--- src/rtl/lcd_pkg.sv ---
// Shared constants, state encodings and helpers for the KS0108 frame writer.
package lcd_pkg;

  localparam logic [7:0] CMD_DISPLAY_ON = 8'h3F;
  localparam logic [7:0] CMD_START_LINE = 8'hC0;
  localparam logic [7:0] CMD_PAGE_BASE  = 8'hB8;
  localparam logic [7:0] CMD_COL_BASE   = 8'h40;

  localparam logic [1:0] CS_LEFT  = 2'b01;
  localparam logic [1:0] CS_RIGHT = 2'b10;
  localparam logic [1:0] CS_BOTH  = 2'b11;

  typedef enum logic [3:0] {
    RST_HOLD, INIT_ON, INIT_START, CLR_PAGE, CLR_COL, CLR_DATA, PAGE, COL, REQ, XFER
  } state_t;

  typedef enum logic [1:0] {PH_IDLE, PH_SETUP, PH_HIGH, PH_LOW} phase_t;

  function automatic logic [7:0] page_cmd(input logic [2:0] p);
    return CMD_PAGE_BASE | {5'b00000, p};
  endfunction

endpackage

--- src/rtl/lcd_bus_cycle.sv ---
// One KS0108 bus cycle: setup, E_HIGH cycles of enable high, E_LOW cycles low.
module lcd_bus_cycle
  import lcd_pkg::*;
#(
  parameter int E_HIGH = 4,
  parameter int E_LOW  = 4
) (
  input  logic       clk,
  input  logic       rst_n,
  input  logic       start,
  input  logic       di,
  input  logic [1:0] cs,
  input  logic [7:0] bus_byte,
  output logic [1:0] lcd_cs,
  output logic       lcd_di,
  output logic [7:0] lcd_data,
  output logic       lcd_en,
  output logic       done
);

  localparam logic [7:0] HI_LAST = 8'(E_HIGH - 1);
  localparam logic [7:0] LO_LAST = 8'(E_LOW - 1);

  phase_t     phase_q, phase_d;
  logic [7:0] cnt_q, cnt_d;

  // Pin values are loaded on start and held until the next start.
  always_ff @(posedge clk or negedge rst_n) begin
    if (!rst_n) begin
      phase_q  <= PH_IDLE;
      cnt_q    <= '0;
      lcd_cs   <= 2'b00;
      lcd_di   <= 1'b0;
      lcd_data <= 8'h00;
    end else begin
      phase_q <= phase_d;
      cnt_q   <= cnt_d;
      if (start) begin
        lcd_cs   <= cs;
        lcd_di   <= di;
        lcd_data <= bus_byte;
      end
    end
  end

  always_comb begin
    phase_d = phase_q;
    cnt_d   = cnt_q;
    if (start) begin
      phase_d = PH_SETUP;
      cnt_d   = '0;
    end else begin
      case (phase_q)
        PH_SETUP: begin
          phase_d = PH_HIGH;
          cnt_d   = '0;
        end
        PH_HIGH: begin
          if (cnt_q == HI_LAST) begin
            phase_d = PH_LOW;
            cnt_d   = '0;
          end else begin
            cnt_d = cnt_q + 8'd1;
          end
        end
        PH_LOW: begin
          if (cnt_q == LO_LAST) phase_d = PH_IDLE;
          else                  cnt_d   = cnt_q + 8'd1;
        end
        default: ;
      endcase
    end
  end

  assign lcd_en = (phase_q == PH_HIGH);
  assign done   = (phase_q == PH_LOW) && (cnt_q == LO_LAST);

endmodule

--- src/rtl/lcd_frame_writer.sv ---
// Initialises a KS0108 128x64 panel, clears the right half once, then streams
// the 64x64 left-half image forever from the RAM controller's byte handshake.
module lcd_frame_writer
  import lcd_pkg::*;
#(
  parameter int E_HIGH  = 4,
  parameter int E_LOW   = 4,
  parameter int RST_CYC = 16
) (
  input  logic       clk,
  input  logic       rst_n,
  input  logic [7:0] data,
  input  logic       data_valid,
  output logic       en,
  output logic       LCD_rst,
  output logic [1:0] LCD_cs,
  output logic       LCD_rw,
  output logic       LCD_di,
  output logic [7:0] LCD_data,
  output logic       LCD_en,
  output logic       frame_done,
  output state_t     dbg_state
);

  localparam logic [7:0] RST_LAST = 8'(RST_CYC - 1);

  state_t     state_q, state_d;
  logic [2:0] page_q, page_d;
  logic [5:0] col_q, col_d;
  logic [7:0] rst_cnt_q, rst_cnt_d;
  logic       fd_d;
  logic       start, bus_di, done;
  logic [1:0] bus_cs;
  logic [7:0] bus_byte;

  always_ff @(posedge clk or negedge rst_n) begin
    if (!rst_n) begin
      state_q    <= RST_HOLD;
      page_q     <= '0;
      col_q      <= '0;
      rst_cnt_q  <= '0;
      LCD_rst    <= 1'b0;
      frame_done <= 1'b0;
    end else begin
      state_q    <= state_d;
      page_q     <= page_d;
      col_q      <= col_d;
      rst_cnt_q  <= rst_cnt_d;
      frame_done <= fd_d;
      if (state_q == RST_HOLD && rst_cnt_q == RST_LAST) LCD_rst <= 1'b1;
    end
  end

  // Each bus cycle is launched on the transition into the state that owns it,
  // so the next cycle's setup phase begins right after the previous done.
  always_comb begin
    state_d   = state_q;
    page_d    = page_q;
    col_d     = col_q;
    rst_cnt_d = rst_cnt_q;
    fd_d      = 1'b0;
    start     = 1'b0;
    bus_cs    = CS_LEFT;
    bus_di    = 1'b0;
    bus_byte  = 8'h00;
    case (state_q)
      RST_HOLD: begin
        if (rst_cnt_q == RST_LAST) begin
          state_d  = INIT_ON;
          start    = 1'b1;
          bus_cs   = CS_BOTH;
          bus_byte = CMD_DISPLAY_ON;
        end else begin
          rst_cnt_d = rst_cnt_q + 8'd1;
        end
      end
      INIT_ON: if (done) begin
        state_d  = INIT_START;
        start    = 1'b1;
        bus_cs   = CS_BOTH;
        bus_byte = CMD_START_LINE;
      end
      INIT_START: if (done) begin
        state_d  = CLR_PAGE;
        page_d   = 3'd0;
        start    = 1'b1;
        bus_cs   = CS_RIGHT;
        bus_byte = page_cmd(3'd0);
      end
      CLR_PAGE: if (done) begin
        state_d  = CLR_COL;
        col_d    = 6'd0;
        start    = 1'b1;
        bus_cs   = CS_RIGHT;
        bus_byte = CMD_COL_BASE;
      end
      CLR_COL: if (done) begin
        state_d = CLR_DATA;
        start   = 1'b1;
        bus_cs  = CS_RIGHT;
        bus_di  = 1'b1;
      end
      CLR_DATA: if (done) begin
        col_d = col_q + 6'd1;
        start = 1'b1;
        if (col_q == 6'd63) begin
          page_d   = page_q + 3'd1;
          bus_byte = page_cmd(page_q + 3'd1);
          if (page_q == 3'd7) begin
            state_d = PAGE;
            bus_cs  = CS_LEFT;
          end else begin
            state_d = CLR_PAGE;
            bus_cs  = CS_RIGHT;
          end
        end else begin
          bus_cs = CS_RIGHT;
          bus_di = 1'b1;
        end
      end
      PAGE: if (done) begin
        state_d  = COL;
        col_d    = 6'd0;
        start    = 1'b1;
        bus_byte = CMD_COL_BASE;
      end
      COL: if (done) state_d = REQ;
      REQ: if (data_valid) begin
        state_d  = XFER;
        start    = 1'b1;
        bus_di   = 1'b1;
        bus_byte = data;
      end
      XFER: if (done) begin
        col_d = col_q + 6'd1;
        if (col_q == 6'd63) begin
          state_d  = PAGE;
          page_d   = page_q + 3'd1;
          start    = 1'b1;
          bus_byte = page_cmd(page_q + 3'd1);
          fd_d     = (page_q == 3'd7);
        end else begin
          state_d = REQ;
        end
      end
      default: state_d = RST_HOLD;
    endcase
  end

  // Valid/ready: en requests one byte; the responder answers with a one-cycle
  // data_valid later and en drops in that same cycle so only one is consumed.
  assign en        = (state_q == REQ) & ~data_valid;
  assign LCD_rw    = 1'b0;
  assign dbg_state = state_q;

  lcd_bus_cycle #(.E_HIGH(E_HIGH), .E_LOW(E_LOW)) u_bus (
    .clk      (clk),
    .rst_n    (rst_n),
    .start    (start),
    .di       (bus_di),
    .cs       (bus_cs),
    .bus_byte (bus_byte),
    .lcd_cs   (LCD_cs),
    .lcd_di   (LCD_di),
    .lcd_data (LCD_data),
    .lcd_en   (LCD_en),
    .done     (done)
  );

endmodule
--- config.mk ---
export PLATFORM = sky130hd
export DESIGN_NAME = lcd_frame_writer
export DESIGN_NICKNAME = d
export VERILOG_FILES = /design/src/rtl/lcd_pkg.sv /design/src/rtl/lcd_bus_cycle.sv /design/src/rtl/lcd_frame_writer.sv
export SDC_FILE = /design/constraint.sdc
export NUM_CORES = 1
export LEC_CHECK = 0
export ABC_AREA = 0
export CELL_PAD_IN_SITES_DETAIL_PLACEMENT = 1
export CELL_PAD_IN_SITES_GLOBAL_PLACEMENT = 1
export CORE_AREA = 2 2 72 74
export CTS_CLUSTER_DIAMETER = 40
export DETAILED_ROUTE_END_ITERATION = 6
export DIE_AREA = 0 0 74 76
export DONT_BUFFER_PORTS = 1
export GPL_TIMING_DRIVEN = 0
export PLACE_DENSITY = 0.81
export SYNTH_ARGS = -nofsm -noshare
export SYNTH_HDL_FRONTEND = slang
export SYNTH_SLANG_ARGS = --single-unit
--- constraint.sdc ---
create_clock -name clk -period 4.42 [get_ports clk]
set_input_delay 0.221 -clock clk [delete_from_list [all_inputs] [get_ports clk]]
set_output_delay 0.221 -clock clk [all_outputs]
set_load 0.005 [all_outputs]
==> results of run 1 <==
## area by class of cell
cell class	instances	area, sq um	area share, %
buffer	13	68.8	2.60
clock buffer	5	68.8	2.60
clock inverter	2	12.5	0.473
inverter	5	18.8	0.709
multi-input combinational	190	1250	47.3
sequential	44	1100	41.6
tap	70	87.6	3.31
timing repair buffer	2	37.5	1.42
## stage by stage
stage	area (sq um)	setup WS (ns)	power, W	hold slack [ns]
final	2650	2.17	0.00108	0.0681
after global routing	2650	2.03	0.00116	0.0562
after CTS	2650	2.16	0.00109	0.0599
after detailed placement	2530	2.17	0.000834	-0.0734
after global placement	2530	2.23	0.000820	-0.0735
after floorplan	2440	2.46	0.000748	-0.0746
## layer usage
layer / GRT usage (%) / wire length [um] / share of wire, %
met1: 33.0 / 2860 / 47
met2: 35.9 / 2880 / 48
met3: 4.76 / 221 / 3.6
met4: 6.73 / 93 / 1.5
met5: 0 / 0 / 0
## Yosys cell counts (all sizes together) (2+ instances only)
cell	number
dfrtp	44
nand2	27
o21ai	19
nor2	15
a21oi	12
xnor2	11
nand3	10
and3	9
buf	8
a221o	6
a22oi	6
nor2b	6
nor3	6
clkbuf	5
ha	5
inv	5
nand4	5
nor4	4
xor2	4
a21o	3
a31oi	3
and2	3
o31ai	3
o41ai	3
a32oi	2
a41oi	2
mux2	2
nor3b	2
or3	2
## what timing repair did
item / 4_1_cts / 5_1_grt
endpoints found under the hold margin: 44 / 0
setup endpoints to repair: 0 / 0
hold buffers: 2 / 0
## cells by family (layout without fill, tap and decap cells)
group | count (synthesis) | in the layout | share of synthesized area (%)
XOR/XNOR | 15 | 15 | 5.38
multiplexers | 2 | 2 | 0.923
adder cells (fa/ha/maj) | 6 | 6 | 2.97
AO/OA/AOI/OAI | 71 | 71 | 21.1
AND/OR/NAND/NOR | 95 | 95 | 20.8
buffers and inverters | 18 | 27 | 3.59
flip-flops | 44 | 44 | 45.1
other | 1 | 1 | 0.154
## power breakdown
part	internal, W	switching (W)
combinational	0.000115	0.000199
sequential	0.000464	0.0000624
clock	0.000107	0.000136
## sequential cells by signal (all words and copies together) (netlist names), 2 cells and up
register / flops
dbg_state: 4
u_bus.lcd_data: 8
rst_cnt_q: 8
col_q: 6
u_bus.cnt_q: 8
u_bus.phase_q: 2
u_bus.lcd_cs: 2
page_q: 3
## path summary, 6_finish.rpt
check,startpoint,end
min reg2reg,rst_cnt_q[7],rst_cnt_q[7]
max,u_bus.cnt_q[0],u_bus.lcd_data[1]
max reg2reg,u_bus.cnt_q[0],u_bus.lcd_data[1]
min,data[4],u_bus.lcd_data[4]
min in group asynchronous,rst_n,rst_cnt_q[7]
max in group asynchronous,rst_n,col_q[2]
==> flow_summary.toml, run 1 <==
[clock_tree]
clk-insertion-delay-late_ns = 0.30
clk_pin_slew_ns = 0.08
cts_root_buf = "clkbuf_8"
post-cts-setup-buffers = 0
clk_path_buf_depth = 2
cts.sinks = 44
cts-buffers-inserted = 5
post_cts_resized = 0
h-tree-depth = 2
cts_tree = "yes"

[routing]
vias = 1998
drc = 0
ant_nets = 0
first_pass_iters = 4
via_per_inst = 6.04
wire_per_inst_um = 18.3
drt-initial-drc-count = 127
drt-total-wl_um = 6060

[timing]
fin_crit_sh_pct = 50.9
max_freq_mhz = 444
skew_ns = 0.00556
hold_violations = 0
fin_crit_ns = 2.25
finalMaxSlewViolations = 0
relSlewSlack_pct = 59.6
rsz0062_at_grt = "false"
fin_tns_setup_ns = 0
worstMarginPinSlew_ns = 0.604
setup_viol = 0

[critical_path]
cp_cell_sequence = "ha_1 -> nor4b_2 -> and3_1 -> buf_4 -> o2111ai_4 -> and2_1 -> buf_6 -> a221o_1"
cp_slowest_cell = "dfrtp_1"
worstSetupPathType = "register to register"
crit_path_max_incr_delay_ns = 0.42
path_buf_inv = 2
cp_top_family = "simple AND/OR/NAND/NOR gates"
critPathMaxFanout = 10
reg2regPathDepth = 8
worstPathRequired_ns = 4.60
cp.arrival_ns = 2.43
endpoint_kind = "register"
cp-start-kind = "register"
reg2reg_slack_ns = 2.17
crit_cells = 8

[layout]
final_common_cell = "dfrtp_1"
antenna_cells = 0
most-common-layout-cells = "dfrtp_1 (44), nand2_1 (27), o21ai_0 (19), nor2_1 (15), a21oi_1 (12)"
instances_no_fill = 331
areaGrowthSynthToFinish_pct = 8.46
post-route-util_pct = 53.9
nets = 277
n_fill_cell = 561
drive_gt1_share_pct = 10.3

[outcome]
outcome = "completed"

[logic_synthesis]
synthTopCellsByArea = "dfrtp_1 (45%), nand2_1 (4.2%), xnor2_1 (3.9%)"
synthArstFlopShare_pct = 100
ys_ff_latch = 44
yosysSeqAreaShare_pct = 45.1
yosysUniqueCellTypes = 56
ys.flop_type = "dfrtp_1"
synth_top_area_share_pct = 45.1
synth_top_area_cell = "dfrtp_1"
syn_area_sq_um = 2440
synth_nets = 268
synth_warnings = 0
synthesis.instances = 252
synth-edff-count = 0
avgSynthCellArea_sq_um = 9.69

[floorplan]
dieArea_sq_um = 5620
die_h_um = 76
num_rows = 26
ioPinCount = 31
start_util_pct = 49.7
core_region_area_sq_um = 4910
die_width_um = 74

[global_route]
gr-usage-all-layers_pct = 23.3
gr-total-overflow = 0
grt_pass1_wl_um = 10200
grt_pass1_vias = 2061
grt_max_degree = 45
antenna_found_initial = 0

[placed_design]
portBuffers = 0
place_inst = 322
post-dp-hpwl_um = 4330
place.gp.congestion = 0.853

[pwr]
powerDensity_nw_per_um2 = 409
irDropWorstVdd_mv = 0.230
p_leak_nw = 1.18

[flow_run]
drv_cap = 0

[hold_path]
whs_path_depth = 1
min_path_type = "input pin to register"
(Power assumes the default switching activity.)
==> inputs of run 2 (changes only) <==
--- a/config.mk
+++ b/config.mk
@@ -8,13 +8,13 @@
 export ABC_AREA = 0
 export CELL_PAD_IN_SITES_DETAIL_PLACEMENT = 1
 export CELL_PAD_IN_SITES_GLOBAL_PLACEMENT = 1
-export CORE_AREA = 2 2 72 74
+export CORE_AREA = 2 2 74 76
 export CTS_CLUSTER_DIAMETER = 40
 export DETAILED_ROUTE_END_ITERATION = 6
-export DIE_AREA = 0 0 74 76
+export DIE_AREA = 0 0 76 78
 export DONT_BUFFER_PORTS = 1
 export GPL_TIMING_DRIVEN = 0
-export PLACE_DENSITY = 0.81
+export PLACE_DENSITY = 0.77
 export SYNTH_ARGS = -nofsm -noshare
 export SYNTH_HDL_FRONTEND = slang
 export SYNTH_SLANG_ARGS = --single-unit
==> constraint.sdc (replaced) <==
create_clock -name clk -period 2.2 [get_ports clk]
set_input_delay 0.11 -clock clk [delete_from_list [all_inputs] [get_ports clk]]
set_output_delay 0.11 -clock clk [all_outputs]
set_load 0.005 [all_outputs]
==> run 2 against run 1 <==
  * Final cell count up 3.0%
  * Count of clock-buffer cells in the layout increased by 1
  * Sequential share of layout area fell by 2.8 points
  * Critical path depth unchanged
  * Maximum frequency grew 7.1%
  * Utilization rose by 2.4 points
  * Cell area rose by 7.3%
  * Combinational power grew 130%
  * Critical endpoint unchanged
  * Clock skew shrank 0.0020 ns
  * Hold slack worse by 0.043 ns
  * Largest power group unchanged
==> flow_summary.toml, run 2 (same netlist as run 1, synthesis figures left out) <==
[clock_tree]
cts.sinks = 44
clk_pin_slew_ns = 0.09
clk_path_buf_depth = 2
cts_tree = "yes"
cts-buffers-inserted = 5
h-tree-depth = 2
cts_root_buf = "clkbuf_8"
clk-insertion-delay-late_ns = 0.29

[timing]
setup_viol = 0
rsz0062_at_grt = "false"
worstMarginPinSlew_ns = 0.517
fin_ws_ns = 0.0990
skew_ns = 0.00353
max_freq_mhz = 476
relSlewSlack_pct = 65.4
finalMaxSlewViolations = 0
hold_violations = 0
fin_crit_sh_pct = 95.5
fin_crit_ns = 2.10

[floorplan]
ioPinCount = 31
num_rows = 26
die_h_um = 78
die_width_um = 76
start_util_pct = 48.4
dieArea_sq_um = 5930
core_region_area_sq_um = 5040

[critical_path]
worstSetupPathType = "register to register"
r2r_end = "u_bus.lcd_data[1]"
cp.arrival_ns = 2.28
worstPathRequired_ns = 2.38
cpMostUsedCell = "buf_6"
critPathLaunch = "u_bus.cnt_q[1]"
reg2regPathDepth = 8
path_buf_inv = 2
cp_slowest_cell = "dfrtp_1"
endpoint_kind = "register"
cp-start-kind = "register"
timing.rr.start = "u_bus.cnt_q[1]"
crit_cells = 8
reg2reg_slack_ns = 0.1
crit_path_max_incr_delay_ns = 0.43
cp-endpoint = "u_bus.lcd_data[1]"
cp_top_family = "simple AND/OR/NAND/NOR gates"
critPathMaxFanout = 9
cp_cell_sequence = "ha_4 -> nor4b_4 -> and3_1 -> buf_6 -> o2111ai_4 -> and2_1 -> buf_6 -> a221o_1"

[placed_design]
portBuffers = 0
post-dp-hpwl_um = 4270
placed_area_sq_um = 2530
pre_cts_slack_ns = -0.0543
place.gp.congestion = 0.830

[layout]
nets = 286
most-common-layout-cells = "dfrtp_1 (44), nand2_1 (27), o21ai_0 (18), nor2_1 (14), a21oi_1 (12)"
reg_top3 = "rst_cnt_q x8, u_bus.cnt_q x8, u_bus.lcd_data x8"
antenna_cells = 0
areaGrowthSynthToFinish_pct = 16.4
final_common_cell = "dfrtp_1"
drive_gt1_share_pct = 15.5
stdcell_area_sq_um = 2840

[outcome]
outcome = "completed"

[global_route]
grt_max_degree = 45
grtUsageMet1_pct = 31.9
gr-usage-all-layers_pct = 22.7
grtUsageMet3_pct = 5.47
grt_pass1_wl_um = 10800
grt_pass1_vias = 2080
gr-total-overflow = 0
antenna_found_initial = 0
grt_busiest_layer = "met2"
use_met2_pct = 36.4

[routing]
via_per_inst = 6.01
wire_per_inst_um = 18.8
drc = 0
vias = 2051
ant_nets = 0
drt-total-wl_um = 6430
drt-initial-drc-count = 87
first_pass_iters = 4

[pwr]
p_leak_nw = 1.26
irDropWorstVdd_mv = 0.583
powerDensity_nw_per_um2 = 861
p_total_w = 0.00244

[flow_run]
drv_cap = 0

[hold_path]
min_path_type = "input pin to register"
-- run 2: changes by cell type in the layout (fill, tap and decap cells not counted), sizes merged --
| cell | before | now |
|---|---|---|
| buf | 9 | 13 |
| bufinv | 0 | 1 |
| clkbuf | 10 | 12 |
| clkinvlp | 1 | 0 |
| dlygate4sd3 | 1 | 5 |
-- run 2: through the flow --
stage / util, % / cells / setup TNS, ns / hold slack (ns)
finish: 56.3 / 341 / 0 / 0.0248
global route: 56.3 / 341 / 0 / 0.0259
CTS: 54.8 / 336 / 0 / 0.0196
detailed placement: 50.1 / 322 / -0.144 / -0.185
global placement: 50.1 / 322 / 0 / -0.184
floorplan: - / 252 / 0 / -0.186
-- run 2: cell type report --
type                            count  area, sq um
Buffer                             13         82.6
Clock buffer                        6         82.6
Clock inverter                      2         38.8
Fill cell                         565         2200
Inverter                            5         18.8
Multi-Input combinational cell    190         1310
Sequential cell                    44         1100
Tap cell                           70         87.6
Timing Repair Buffer               11          115
-- run 2: how the worst min path moves through the flow --
stage | start | endpoint | slack [ns] | depth (start not counted)
final | data[2] | u_bus.lcd_data[2] | 0.02 | 2
after global routing | data[2] | u_bus.lcd_data[2] | 0.03 | 2
after CTS | data[2] | u_bus.lcd_data[2] | 0.02 | 2
after detailed placement | rst_n | rst_cnt_q[2] | -0.18 | 0
after global placement | rst_n | rst_cnt_q[5] | -0.18 | 0
after floorplan | rst_n | LCD_rst | -0.19 | 0
-- run 2: routing by layer --
layer,share of wire (%),vias to the layer above
met3,3.7,4
met5,0,-
li1,-,972
met1,47,1042
met2,48,33
met4,0.59,0
-- run 2: timing repair --
item | in CTS | in global routing
hold buffers | 6 | 0
hold endpoints to repair | 48 | 0
pin swaps | 0 | 4
setup endpoints to repair | 9 | 21
buffers inserted | 0 | 5
gates resized for setup | 7 | 14
-- run 2: worst register-to-register path, cell delays in order, from the launching register on --
cell and delay [ns]:
dfrtp_1 0.43, ha_4 0.18, nor4b_4 0.22, and3_1 0.21, buf_6 0.13, o2111ai_4 0.13
and2_1 0.18, buf_6 0.14, a221o_1 0.35
-- run 2: power breakdown --
part	switching, W	internal, W	total, W	leakage [nW]
clock network	0.000292	0.000372	0.000664	0.0614
registers	0.000134	0.000932	0.00107	0.573
logic	0.000431	0.000284	0.000715	0.625
total	0.000858	0.00159	0.00244	1.26
==> inputs of run 3 (changes only) <==
==> constraint.sdc (replaced) <==
create_clock -name clk -period 2.2 [get_ports clk]
set_input_delay 0.33 -clock clk [delete_from_list [all_inputs] [get_ports clk]]
set_output_delay 0.33 -clock clk [all_outputs]
set_load 0.005 [all_outputs]
==> run 3 against run 2 <==
  * Clock power about the same
  * Critical path depth unchanged
  * Flip-flop and latch count unchanged
  * Count of clock-buffer cells in the layout unchanged
  * Register-to-register slack about the same
  * Clock skew up 0.0018 ns
  * Global-route usage down 0.53 points
  * Sequential share of layout area up 0.55 points
  * Critical endpoint unchanged
  * Largest cell class unchanged
==> flow_summary.toml, run 3 (same netlist as run 1, synthesis figures left out) <==
[critical_path]
worstSetupPathType = "register to register"
endpoint_kind = "register"
crit_path_max_incr_delay_ns = 0.43
timing.rr.start = "u_bus.cnt_q[1]"
cp-start-kind = "register"
cp_cell_sequence = "ha_4 -> nor4b_4 -> and3_1 -> buf_6 -> o2111ai_4 -> and2_1 -> buf_6 -> a221o_1"
r2r_end = "u_bus.lcd_data[1]"
reg2regPathDepth = 8
worstPathRequired_ns = 2.38
reg2reg_slack_ns = 0.1
cp_slowest_cell = "dfrtp_1"
cp.arrival_ns = 2.28
cpMostUsedCell = "buf_6"
critPathMaxFanout = 9

[floorplan]
ioPinCount = 31
die_width_um = 76
core_region_area_sq_um = 5040
num_rows = 26
dieArea_sq_um = 5930
die_h_um = 78
start_util_pct = 48.4

[timing]
fin_crit_ns = 2.10
skew_ns = 0.00533
rsz0062_at_grt = "false"
finalMaxSlewViolations = 0
max_freq_mhz = 475
hold_slack_ns = 0.178
setup_viol = 0
relSlewSlack_pct = 65.4
worstMarginPinSlew_ns = 0.518
hold_violations = 0
fin_crit_sh_pct = 95.7

[flow_run]
drv_cap = 0

[layout]
nets = 282
seq_area_sq_um = 1100
multi_input_area_sq_um = 1310
areaGrowthSynthToFinish_pct = 14.7
antenna_cells = 0
n_fill_cell = 568
drive_gt1_share_pct = 15.7
instances_no_fill = 337
reg_top3 = "rst_cnt_q x8, u_bus.cnt_q x8, u_bus.lcd_data x8"
most-common-layout-cells = "dfrtp_1 (44), nand2_1 (27), o21ai_0 (18), nor2_1 (14), a21oi_1 (12)"
final_common_cell = "dfrtp_1"

[pwr]
irDropWorstVdd_mv = 0.603
p_total_w = 0.00242
p_leak_nw = 1.24
powerDensity_nw_per_um2 = 866

[hold_path]
hold_path_end = "u_bus.lcd_data[3]"
hold_start = "data[3]"
whs_path_depth = 1
min_path_type = "input pin to register"

[placed_design]
post-dp-hpwl_um = 4270
portBuffers = 0
place.gp.congestion = 0.830
place_inst = 322

[outcome]
outcome = "completed"

[clock_tree]
h-tree-depth = 2
cts.sinks = 44
clk_path_buf_depth = 2
clk-insertion-delay-late_ns = 0.30
cts-buffers-inserted = 5
cts_root_buf = "clkbuf_8"
cts_tree = "yes"
clk_pin_slew_ns = 0.09

[routing]
via_per_inst = 6.02
drc = 0
vias = 2028
first_pass_iters = 4
ant_nets = 0
drt-initial-drc-count = 81
drt-total-wl_um = 6260
wire_per_inst_um = 18.6

[global_route]
grt_max_degree = 45
grt_pass1_wl_um = 10600
antenna_found_initial = 0
grt_pass1_vias = 2037
gr-total-overflow = 0
gr-usage-all-layers_pct = 22.2
[run 3: repair_timing]
action                                  4_1_cts  5_1_grt
endpoints found under the hold margin        44        0
endpoints found under the setup margin        9       21
gates resized for setup                       7       14
setup buffers                                 0        5
pin swaps                                     0        4
hold buffers                                  2        0
[run 3: per-layer routing]
layer,routed length [um],GRT usage (%),share of wire [%],vias to the layer above
met1,2980,31.9,48,1025
met2,2990,34.5,48,35
li1,-,-,-,964
met4,38,3.82,0.61,0
met5,0,0,0,-
met3,257,5.58,4.1,4
[run 3: worst max path at each step]
stage                    from                 to  slack, ns  cells after the start
2_1_floorplan  u_bus.cnt_q[0]  u_bus.lcd_data[3]       0.24                      7
3_3_place_gp     dbg_state[0]  u_bus.lcd_data[1]      0.006                      8
3_5_place_dp         col_q[0]  u_bus.lcd_data[2]      -0.05                      7
4_1_cts        u_bus.cnt_q[0]  u_bus.lcd_data[1]       0.02                      8
5_1_grt              col_q[0]  u_bus.lcd_data[1]      0.002                      7
6_report       u_bus.cnt_q[1]  u_bus.lcd_data[1]        0.1                      8
[run 3: final cells by class]
class / instances / area share (%)
multi-input combinational: 190 / 46.9
sequential: 44 / 39.3
tap: 70 / 3.13
clock buffer: 6 / 2.95
buffer: 13 / 2.95
timing repair buffer: 7 / 2.68
clock inverter: 2 / 1.39
inverter: 5 / 0.670
[run 3: worst max-delay path, delay by kind of cell (launching register included)]
kind | cells | cell delay [ns]
AO/OA/AOI/OAI | 2 | 0.48
flip-flops | 1 | 0.43
buffers and inverters | 2 | 0.27
AND/OR/NAND/NOR | 3 | 0.62
adder cells (fa/ha/maj) | 1 | 0.18
[run 3: power breakdown]
group	switching [W]	total (W)	internal, W
Sequential	0.000131	0.00106	0.000932
Clock	0.000293	0.000664	0.000372
Combinational	0.000419	0.000698	0.000279
[run 3: through the flow]
step	cell area (sq um)	setup WS [ns]	setup TNS [ns]	util, %
after floorplan	2440	0.236	0	-
after global placement	2530	0.00592	0	50.1
after detailed placement	2530	-0.0543	-0.144	50.1
after CTS	2720	0.0200	0	54.0
after global routing	2800	0.00190	0	55.5
final	2800	0.0957	0	55.5
